==> src/rtl/timer_core.sv <==
// rtl/timer_core.sv - period/PWM timer with one-shot and continuous modes
module timer_core #(
    parameter int CNT_W = 32
) (
    input  logic             PCLK,
    input  logic             PRESETn,
    input  logic             MODE,
    input  logic             GO_EN,
    input  logic [CNT_W-1:0] TOT_CNT,
    input  logic [CNT_W-1:0] DUTY_CNT,
    output logic             IRQ_TRG,
    output logic             PWM_OUT,
    output logic             BUSY,
    output logic [CNT_W-1:0] CNT_VAL
);

    typedef enum logic [1:0] {
        ST_IDLE = 2'd0,
        ST_RUN  = 2'd1,
        ST_DONE = 2'd2
    } state_t;

    localparam logic [CNT_W-1:0] ONE  = {{(CNT_W-1){1'b0}}, 1'b1};
    localparam logic [CNT_W-1:0] ZERO = '0;

    state_t           state_q;
    logic [CNT_W-1:0] cnt_q;
    logic [CNT_W-1:0] tot_sh_q;
    logic [CNT_W-1:0] duty_sh_q;
    logic             irq_q;

    // tot_sh_q is never zero while in RUN, so the subtraction cannot wrap there
    logic terminal;
    assign terminal = (cnt_q == (tot_sh_q - ONE));

    always_ff @(posedge PCLK or negedge PRESETn) begin
        if (!PRESETn) begin
            state_q   <= ST_IDLE;
            cnt_q     <= ZERO;
            tot_sh_q  <= ZERO;
            duty_sh_q <= ZERO;
            irq_q     <= 1'b0;
        end else begin
            irq_q <= 1'b0;
            case (state_q)
                ST_IDLE: begin
                    cnt_q <= ZERO;
                    if (GO_EN && (TOT_CNT != ZERO)) begin
                        tot_sh_q  <= TOT_CNT;
                        duty_sh_q <= DUTY_CNT;
                        state_q   <= ST_RUN;
                    end
                end
                ST_RUN: begin
                    if (!GO_EN) begin
                        // abort wins over a coincident terminal count
                        cnt_q   <= ZERO;
                        state_q <= ST_IDLE;
                    end else if (terminal) begin
                        irq_q <= 1'b1;
                        cnt_q <= ZERO;
                        if (MODE) begin
                            if (TOT_CNT != ZERO) begin
                                tot_sh_q  <= TOT_CNT;
                                duty_sh_q <= DUTY_CNT;
                            end else begin
                                state_q <= ST_IDLE;
                            end
                        end else begin
                            state_q <= ST_DONE;
                        end
                    end else begin
                        cnt_q <= cnt_q + ONE;
                    end
                end
                ST_DONE: begin
                    cnt_q <= ZERO;
                    if (!GO_EN) begin
                        state_q <= ST_IDLE;
                    end
                end
                default: begin
                    cnt_q   <= ZERO;
                    state_q <= ST_IDLE;
                end
            endcase
        end
    end

    assign IRQ_TRG = irq_q;
    assign BUSY    = (state_q == ST_RUN);
    assign PWM_OUT = (state_q == ST_RUN) && (cnt_q < duty_sh_q);
    assign CNT_VAL = cnt_q;

endmodule

==> config.mk <==
export PLATFORM = sky130hd
export DESIGN_NAME = timer_core
export DESIGN_NICKNAME = d
export VERILOG_FILES = /design/src/rtl/timer_core.sv
export SDC_FILE = /design/constraint.sdc
export NUM_CORES = 1
export LEC_CHECK = 0
export ABC_AREA = 1
export CORE_AREA = 2 2 106 108
export DETAILED_ROUTE_END_ITERATION = 8
export DIE_AREA = 0 0 108 110
export DONT_BUFFER_PORTS = 1
export PLACE_DENSITY = 0.77
export SLEW_MARGIN = 15
export SYNTH_ARGS = -nofsm -noshare
export SYNTH_HDL_FRONTEND = slang
export SYNTH_SLANG_ARGS = --single-unit
export TNS_END_PERCENT = 100
==> constraint.sdc <==
create_clock -name PCLK -period 2.5 [get_ports PCLK]
set_input_delay 0.5 -clock PCLK [delete_from_list [all_inputs] [get_ports PCLK]]
set_output_delay 0.5 -clock PCLK [all_outputs]
set_load 0.01 [all_outputs]
==> impl_metrics.tcl, run 1 <==
set metrics [dict create \
    post_drt_wl_per_cell_microns 21.8 \
    rsz0062_at_grt "yes" \
    portBuffers 0 \
    r2r_cells 16 \
    synth-edff-count 0 \
    fp.coreArea_sq_um 10700 \
    area_growth_pct 30.3 \
    die_w_microns 108 \
    grt_max_degree 100 \
    leakagePower_uw 0.00434 \
    fin_util 0.838 \
    antenna_found_initial 0 \
    viasPerCell 6.38 \
    ys_types 40 \
    drc_errors 0 \
    syn-num-nets 1078 \
    grt_overflow 0 \
    drtIter0Drc 930 \
    drt_pre_antenna_iters 8 \
    relSlewSlack 0.146 \
    setup_viol 100 \
    grt_pass1_wl_microns 31000 \
    synthArstFlopShare 1.00 \
    power_density_nw_per_um2 1180 \
    drive_gt1_frac 0.285 \
    peakVddDrop_uv 638 \
    critPathKind "in -> reg" \
    rr_startpoint "tot_sh_q[12]" \
    seq_area_frac_synth 0.360 \
    syn_inst 977 \
    fin_crit_ns 3.04 \
    start_kind "primary input" \
    htreeDepth 3 \
    critPathCaptureType "register" \
    worstPathArrival_ns 3.36 \
    start_util 0.643 \
    synth-seq-cells 99 \
    dieArea_sq_um 11900 \
    violations "negative hold slack, negative setup slack" \
    hold_ws_ns -0.211 \
    gp_congestion 0.967 \
    path_max_fanout 5 \
    clock_path_buffers 2 \
    path_clk_slew_ns 0.10 \
    fmax_mhz 329 \
    antenna_left 0 \
    worst_slew_pin_slew_ns 1.27 \
    r2r_setup_slack_ns -0.41 \
    finalWorstSetupSlack_ns -0.541 \
    status "complete, but fails checks" \
    grt_pass1_vias 6181 \
    ios 103 \
    yosysWarnings 0 \
    finalWirelength_microns 26100 \
    insertion_delay_ns 0.39 \
    antenna_cells 0 \
    cts_made_buffers 9 \
    vias 7608 \
    synth_flop_cell "dfrtp_1" \
    cts_tree "done" \
    finClkSkew_ns 0.00900 \
    fin_crit_sh 1.22 \
    nets 1152 \
    die_h_microns 110 \
    final_cell_mix "nand2_1 (256), inv_1 (106), nor2_1 (95), dfrtp_1 (79), buf_4 (52)" \
    dpl.hpwl_microns 13900 \
    hold_path_class "in -> async" \
    layout_commonest_cell "nand2_1" \
    cts-root-buf "clkbuf_8" \
    drv_cap 0 \
    syn_area_sq_um 6880 \
    cts_sinks 99 \
    core.rowCount 38 \
    hold_viol 99 \
    required_ns 2.82 \
    reg2reg_to "tot_sh_q[22]" \
    syn_avg_cell_area_sq_um 7.04 \
    report.final.slew_viol_count 0 \
    track_usage 0.341 \
]
==> per-layer routing <==
layer	routed length, microns	vias to the layer above	global-route usage
met1	8990	3491	0.444
met3	3250	220	0.0694
li1	-	3260	-
met5	0	-	0
met4	2120	0	0.136
met2	11700	637	0.561
==> kinds of logic after synthesis <==
group,Yosys count,share of synthesized area
buffers and inverters,135,0.0884
flip-flops,99,0.360
adder cells (fa/ha/maj),33,0.0600
AO/OA/AOI/OAI,47,0.0400
AND/OR/NAND/NOR,609,0.383
XOR/XNOR,54,0.0687
==> worst max-delay path, cell delays in order <==
cell	delay [ns]
nor4_1	1.04
nand4_1	0.33
nor2_1	0.23
inv_1	0.10
a21oi_1	0.40
nor2_4	0.10
nand4_4	0.16
clkbuf_16	0.18
buf_12	0.13
nand2_1	0.07
nand2_1	0.11
==> through the flow <==
| stage | TNS [ns] | power (uW) | area, sq um | setup slack, ns | instances |
|---|---|---|---|---|---|
| floorplan | 0 | 5560 | 6880 | 0.238 | 977 |
| global placement | -0.0465 | 6390 | 7260 | -0.0180 | 1137 |
| detailed placement | -4.10 | 6500 | 7260 | -0.107 | 1137 |
| CTS | -1.48 | 8390 | 7880 | -0.191 | 1168 |
| global route | -40.64 | 11000 | 8970 | -0.629 | 1193 |
| finish | -33.68 | 10600 | 8970 | -0.541 | 1193 |
==> sequential cells by signal (all words and copies together), names as in the netlist <==
register,cells
CNT_VAL,32
duty_sh_q,32
IRQ_TRG,1
tot_sh_q,32
state_q,2
==> repair_timing <==
action                                  CTS  global route
hold endpoints to repair                 99            99
gates cloned                              6            15
endpoints found under the setup margin   65           100
pin swaps                                18            98
resized for setup                        39           203
setup buffers                            12            15
==> worst max-delay path by stage <==
| stage | from | end | slack [ns] | depth (start not counted) |
|---|---|---|---|---|
| CTS | CNT_VAL[1] | PWM_OUT | -0.19 | 7 |
| global route | TOT_CNT[13] | tot_sh_q[2] | -0.63 | 11 |
| finish | TOT_CNT[13] | tot_sh_q[25] | -0.54 | 11 |
| floorplan | tot_sh_q[0] | duty_sh_q[0] | 0.24 | 15 |
| global placement | tot_sh_q[0] | tot_sh_q[7] | -0.02 | 15 |
| detailed placement | tot_sh_q[0] | tot_sh_q[28] | -0.11 | 15 |
==> cells in the mapped netlist, types with 3 or more instances <==
library cell,instances,area share
nand2_1,296,0.16
nor2_1,139,0.076
inv_1,109,0.059
dfrtp_1,99,0.36
nand3_1,98,0.071
ha_1,33,0.060
xor2_1,31,0.039
xnor2_1,23,0.029
a21oi_1,20,0.015
nand4_1,20,0.018
nor3_1,15,0.011
buf_6,12,0.020
nor2_2,10,0.0091
o21ai_0,10,0.0073
buf_2,9,0.0065
nor4_1,9,0.0082
nand2_2,7,0.0064
o21bai_1,4,0.0044
nand3b_1,3,0.0033
==> layout make-up <==
type                            count  area [sq um]
Sequential cell                    99          2500
Clock inverter                      3          65.1
Tap cell                          140           175
Clock buffer                       10           138
Inverter                          112           423
Fill cell                         579          1730
Timing Repair Buffer               86          1080
Multi-Input combinational cell    743          4590
==> where the power goes <==
part           switching (uW)  internal (uW)
Clock                     569            573
Sequential                717           2200
Combinational            3740           2760
Total                    5030           5540
Note: power is estimated with default switching activity, not from simulation.
==> run 2, diff against run 1 <==
==> constraint.sdc (replaced) <==
create_clock -name PCLK -period 3.1 [get_ports PCLK]
set_input_delay 0.62 -clock PCLK [delete_from_list [all_inputs] [get_ports PCLK]]
set_output_delay 0.62 -clock PCLK [all_outputs]
set_load 0.01 [all_outputs]
==> impl_metrics.tcl, run 2 (same netlist as run 1, synthesis figures left out) <==
set metrics [dict create \
    status "completed" \
    grt_pass1_vias 5717 \
    die_h_microns 110 \
    cts_tree "done" \
    htreeDepth 3 \
    nFillCells 1003 \
    drtIter0Drc 523 \
    drv_cap 0 \
    r2r_setup_slack_ns 0.33 \
    fin_util 0.673 \
    dieArea_sq_um 11900 \
    rsz0062_at_grt "no" \
    post_cts_buffers 0 \
    setup_tns_ns 0 \
    finClkSkew_ns 0.00857 \
    cts-resized-gates 0 \
    path_clk_slew_ns 0.09 \
    fin_crit_sh 0.928 \
    ios 103 \
    start_kind "register" \
    grt_overflow 0 \
    cts_made_buffers 9 \
    drt_pre_antenna_iters 6 \
    drive_gt1_frac 0.0550 \
    relSlewSlack 0.667 \
    fin_crit_ns 2.88 \
    critPathKind "reg -> out" \
    multiInputGateArea_sq_um 3800 \
    pwr-share-comb 0.498 \
    sw_frac_of_total 0.466 \
    path_max_fanout 6 \
    cts_sinks 99 \
    clock_path_buffers 2 \
    ff_latch_area_sq_um 2480 \
    fp.coreArea_sq_um 10700 \
    setup_viol 0 \
    final_cell_mix "nand2_1 (296), nor2_1 (138), inv_1 (109), dfrtp_1 (99), nand3_1 (98)" \
    leakagePower_uw 0.00365 \
    drc_errors 0 \
    finalWirelength_microns 17000 \
    antenna_left 0 \
    grt_pass1_wl_microns 27800 \
    antenna_cells 0 \
    intPower_uw 3130 \
    hold_path_class "in -> async" \
    dpl.hpwl_microns 13500 \
    power_density_nw_per_um2 814 \
    total_power_uw 5860 \
    track_usage 0.306 \
    hold_ws_ns 0.139 \
    power.switching_uw 2730 \
    area_growth_pct 4.67 \
    power_frac_clock 0.133 \
    post_drt_wl_per_cell_microns 15.1 \
    seqPwrFrac 0.370 \
    start_util 0.643 \
    gp_congestion 1.02 \
    antenna_found_initial 0 \
    viasPerCell 5.51 \
    worstPathArrival_ns 2.26 \
    stdcell_count 1121 \
    portBuffers 0 \
    dp.cells 1105 \
    insertion_delay_ns 0.38 \
    critPathCaptureType "output pin" \
    required_ns 2.48 \
    cts-root-buf "clkbuf_8" \
    nets 1078 \
    peakVddDrop_uv 432 \
    layout_commonest_cell "nand2_1" \
    core.rowCount 38 \
    die_w_microns 108 \
    hold_viol 0 \
    report.final.slew_viol_count 0 \
    fmax_mhz 348 \
    vias 6174 \
    worst_slew_pin_slew_ns 0.499 \
    grt_max_degree 100 \
]
[run 2: changes by cell type in the layout (fill, tap and decap cells not counted), sizes merged]
cell / change
buf: -63
clkbuf: -8
bufinv: -2
clkinv: +1
[run 2: layout make-up]
| type | count | share of cell area |
|---|---|---|
| well taps | 140 | 0.0243 |
| clock buffers | 13 | 0.0234 |
| flip-flops and latches | 99 | 0.344 |
| multi-input cells | 743 | 0.528 |
| inverters | 112 | 0.0584 |
| clock inverters | 2 | 0.00139 |
| repair buffers | 12 | 0.0205 |
[run 2: power groups by stage]
stage / clock [uW] / sequential (uW) / combinational, uW
5_1_grt: 851 / 2240 / 3380
3_5_place_dp: 0 / 2180 / 2880
3_3_place_gp: 0 / 2180 / 2790
4_1_cts: 790 / 2160 / 2920
6_report: 779 / 2170 / 2920
2_1_floorplan: 0 / 2080 / 2410
[run 2: layer usage]
layer  part of all wire  track usage  up-vias
met3              0.076       0.0576       31
met1               0.45        0.422     2823
met2               0.45        0.470      214
met5                  0            0        -
li1                   -            -     3106
met4              0.029        0.139        0
[run 2: worst paths after layout]
| path | start | end | cells after the start |
|---|---|---|---|
| max | CNT_VAL[1] | PWM_OUT | 7 |
| max in group asynchronous | PRESETn | tot_sh_q[11] | 1 |
| min in group PCLK | DUTY_CNT[11] | duty_sh_q[11] | 2 |
| min reg2reg | duty_sh_q[21] | duty_sh_q[21] | 2 |
| min | PRESETn | duty_sh_q[3] | 1 |
| max reg2reg | tot_sh_q[0] | tot_sh_q[30] | 15 |
[run 2: timing repair]
action,4_1_cts,5_1_grt
endpoints found under the hold margin,99,0
setup endpoints to repair,0,0
hold buffers,1,0
[run 2: stage by stage]
stage / worst slack (ns) / instance area [sq um]
after floorplan: 0.838 / 6880
after global placement: 0.455 / 7000
after detailed placement: 0.399 / 7000
after CTS: 0.204 / 7200
after global routing: 0.0388 / 7200
final: 0.224 / 7200
[run 2: worst max-delay path: stages (launching register included)]
cell	delay, ns
dfrtp_1	0.49
ha_1	0.32
a21boi_0	0.14
o211ai_1	0.18
a21oi_1	0.11
o211ai_1	0.18
o2111ai_1	0.17
a21oi_1	0.29
==> RTL change: new RTL, settings of run 2 <==
Change the parameter `CNT_W` from 32 to 16.
--- a/src/rtl/timer_core.sv
+++ b/src/rtl/timer_core.sv
@@ -1,6 +1,6 @@
 // rtl/timer_core.sv - period/PWM timer with one-shot and continuous modes
 module timer_core #(
-    parameter int CNT_W = 32
+    parameter int CNT_W = 16
 ) (
     input  logic             PCLK,
     input  logic             PRESETn,
Ports: changed (resized CNT_VAL, DUTY_CNT and TOT_CNT); port bits go from 103 to 55. No check against the original RTL was run, so the function may have changed too.
==> RTL change against run 2 <==
  * Synthesized area decreased by 49%
  * Core utilization is 32 points lower
  * First-iteration DRC count fell by 50%
  * Routed wire length is 46% lower
  * Sequential cell count decreased by 48
  * Critical path depth fell by 1
  * Power decreased by 44%
  * Highest routed layer unchanged
  * Cell area fell by 47%
  * Setup slack improved by 45 ps
==> RTL change: results (changes against run 2) <==
stage	metric	value	unit	change
synth	post-synth top area cell	dfrtp_1		
drt	Initial DRC Count	262		-50%
synth	Async S/R FF share, synth	100	%	unchanged
global_routing	Global Route Usage Sum	16.6	%	-14 points
sta	final setup TNS	0	ps	unchanged
clock_tree	Setup Fix Bufs, Post-CTS	0		unchanged
clock_tree	clock latency on the worst-skew pair	320	ps	-60 ps
critical_path	RR Startpoint	tot_sh_q[0]$_DFFE_PN0P_		
power_and_ir_drop	P_leak	1.90	nW	-48%
cells_and_area	diodes inserted	0		unchanged
drt	M1 WL	3670	um	-52%
global_routing	largest net degree at the start of global routing	52		-48%
drt	routed wl met3	793	um	-39%
synth	synth top area cells	dfrtp_1 (36%), nand2_1 (15%), nand3_1 (7.5%)		
sta	worst slew pin tran	521	ps	+21.7 ps
global_routing	first-pass GRT wire length	15200	um	-45%
drt	vias	3211		-48%
clock_tree	H-tree depth	2		-1
cells_and_area	ratio of cells with drive above 1 in the final layout	9.22	%	+3.7 points
placement	GP Congestion	0.903		-12%
synth	Cell variety after synth	34		-15%
critical_path	slowest library cell on the worst path	dfrtp_1		
critical_path	CP top delay family	compound AO/OA/AOI/OAI gates		
clock_tree	Clock Tree Root	clkbuf_8		
critical_path	RR Endpoint	tot_sh_q[10]$_DFFE_PN0P_		
outcome	outcome	completed		
synth	Seq/Total Area, Yosys	36.2	%	+0.17 points
critical_path	reg-to-reg setup timing slack	540	ps	+210 ps
clock_tree	Post-CTS Resized	0		unchanged
sta	Final Skew	10.8	ps	+2.24 ps
cells_and_area	fin nets	551		-49%
drt	drt total wl	9140	um	-46%
critical_path	Worst Reg-to-Reg Cells	15		unchanged
clock_tree	# hold bufs at CTS	1		unchanged
critical_path	Arr. time, crit path	2210	ps	-50 ps
global_routing	M1 GR Usage	19.6	%	-23 points
global_routing	GR Layer Usage met3	4.35	%	-1.4 points
global_routing	number of global-route vias before repair	3119		-45%
power_and_ir_drop	VDD IR max	0.340	mV	-21%
worst_hold_path	min-delay worst type	primary input to async pin		
clock_tree	CTS Buf Count	5		-4
critical_path	Worst path max stage delay	530	ps	+40 ps
critical_path	worst-path fanout max	7		+1
cells_and_area	FILL cells	1110		+11%
drt	DRT Pass-1 Iters	5		-1
global_routing	GR Util met2	28.6	%	-18 points
synth	Ys Warns	0		unchanged
placement	HPWL after DPL	7150	um	-47%
drt	met2 WL	4380	um	-43%
synth	Post-synth top cells	nand2_1 (140), inv_1 (58), nor2_1 (56)		
## RTL change: cell types whose count changed after synthesis, sizes merged, moves of 9 or more
cell / before / now
nand2: 304 / 159
nor2: 152 / 63
inv: 111 / 58
dfrtp: 99 / 51
nand3: 99 / 53
xor2: 31 / 7
ha: 33 / 17
buf: 21 / 7
xnor2: 23 / 10
nor4: 9 / 0
## RTL change: final cells by class
cell class              count  area [um^2]  share of cell area, %
clock buffers               6         82.6                   2.17
clock inverters             2         16.3                  0.427
inverters                  58          218                   5.71
multi-input cells         374         1970                   51.5
flip-flops and latches     51         1280                   33.5
well taps                 140          175                   4.59
repair buffers              8         80.1                   2.10
## RTL change: cell families after synthesis
kind of cell | synth area share, %
AND/OR/NAND/NOR | 40.1
buffers and inverters | 8.23
flip-flops | 36.2
AO/OA/AOI/OAI | 5.25
XOR/XNOR | 4.22
adder cells (fa/ha/maj) | 6.03
## RTL change: worst max path at each step
stage,from,endpoint,slack (ps)
global placement,CNT_VAL[9]$_DFF_PN0_,PWM_OUT,600
finish,CNT_VAL[9]$_DFF_PN0_,PWM_OUT,270
CTS,CNT_VAL[9]$_DFF_PN0_,PWM_OUT,250
detailed placement,tot_sh_q[0]$_DFFE_PN0P_,tot_sh_q[3]$_DFFE_PN0P_,580
global route,CNT_VAL[9]$_DFF_PN0_,PWM_OUT,110
floorplan,CNT_VAL[9]$_DFF_PN0_,PWM_OUT,920
## RTL change: metrics by stage
step                      hold WS (ps)  instances  worst slack, ps  instance area [um^2]
after floorplan                    324        493              922                  3530
after global placement             326        630              596                  3690
after detailed placement           326        630              582                  3690
after CTS                          143        639              252                  3810
after global routing               142        639              107                  3810
final                              138        639              269                  3810
## RTL change: where the power goes
group          switching (mW)  internal (mW)
Combinational            1.11          0.612
Sequential              0.250          0.898
Clock                   0.236          0.183
Total                    1.60           1.69
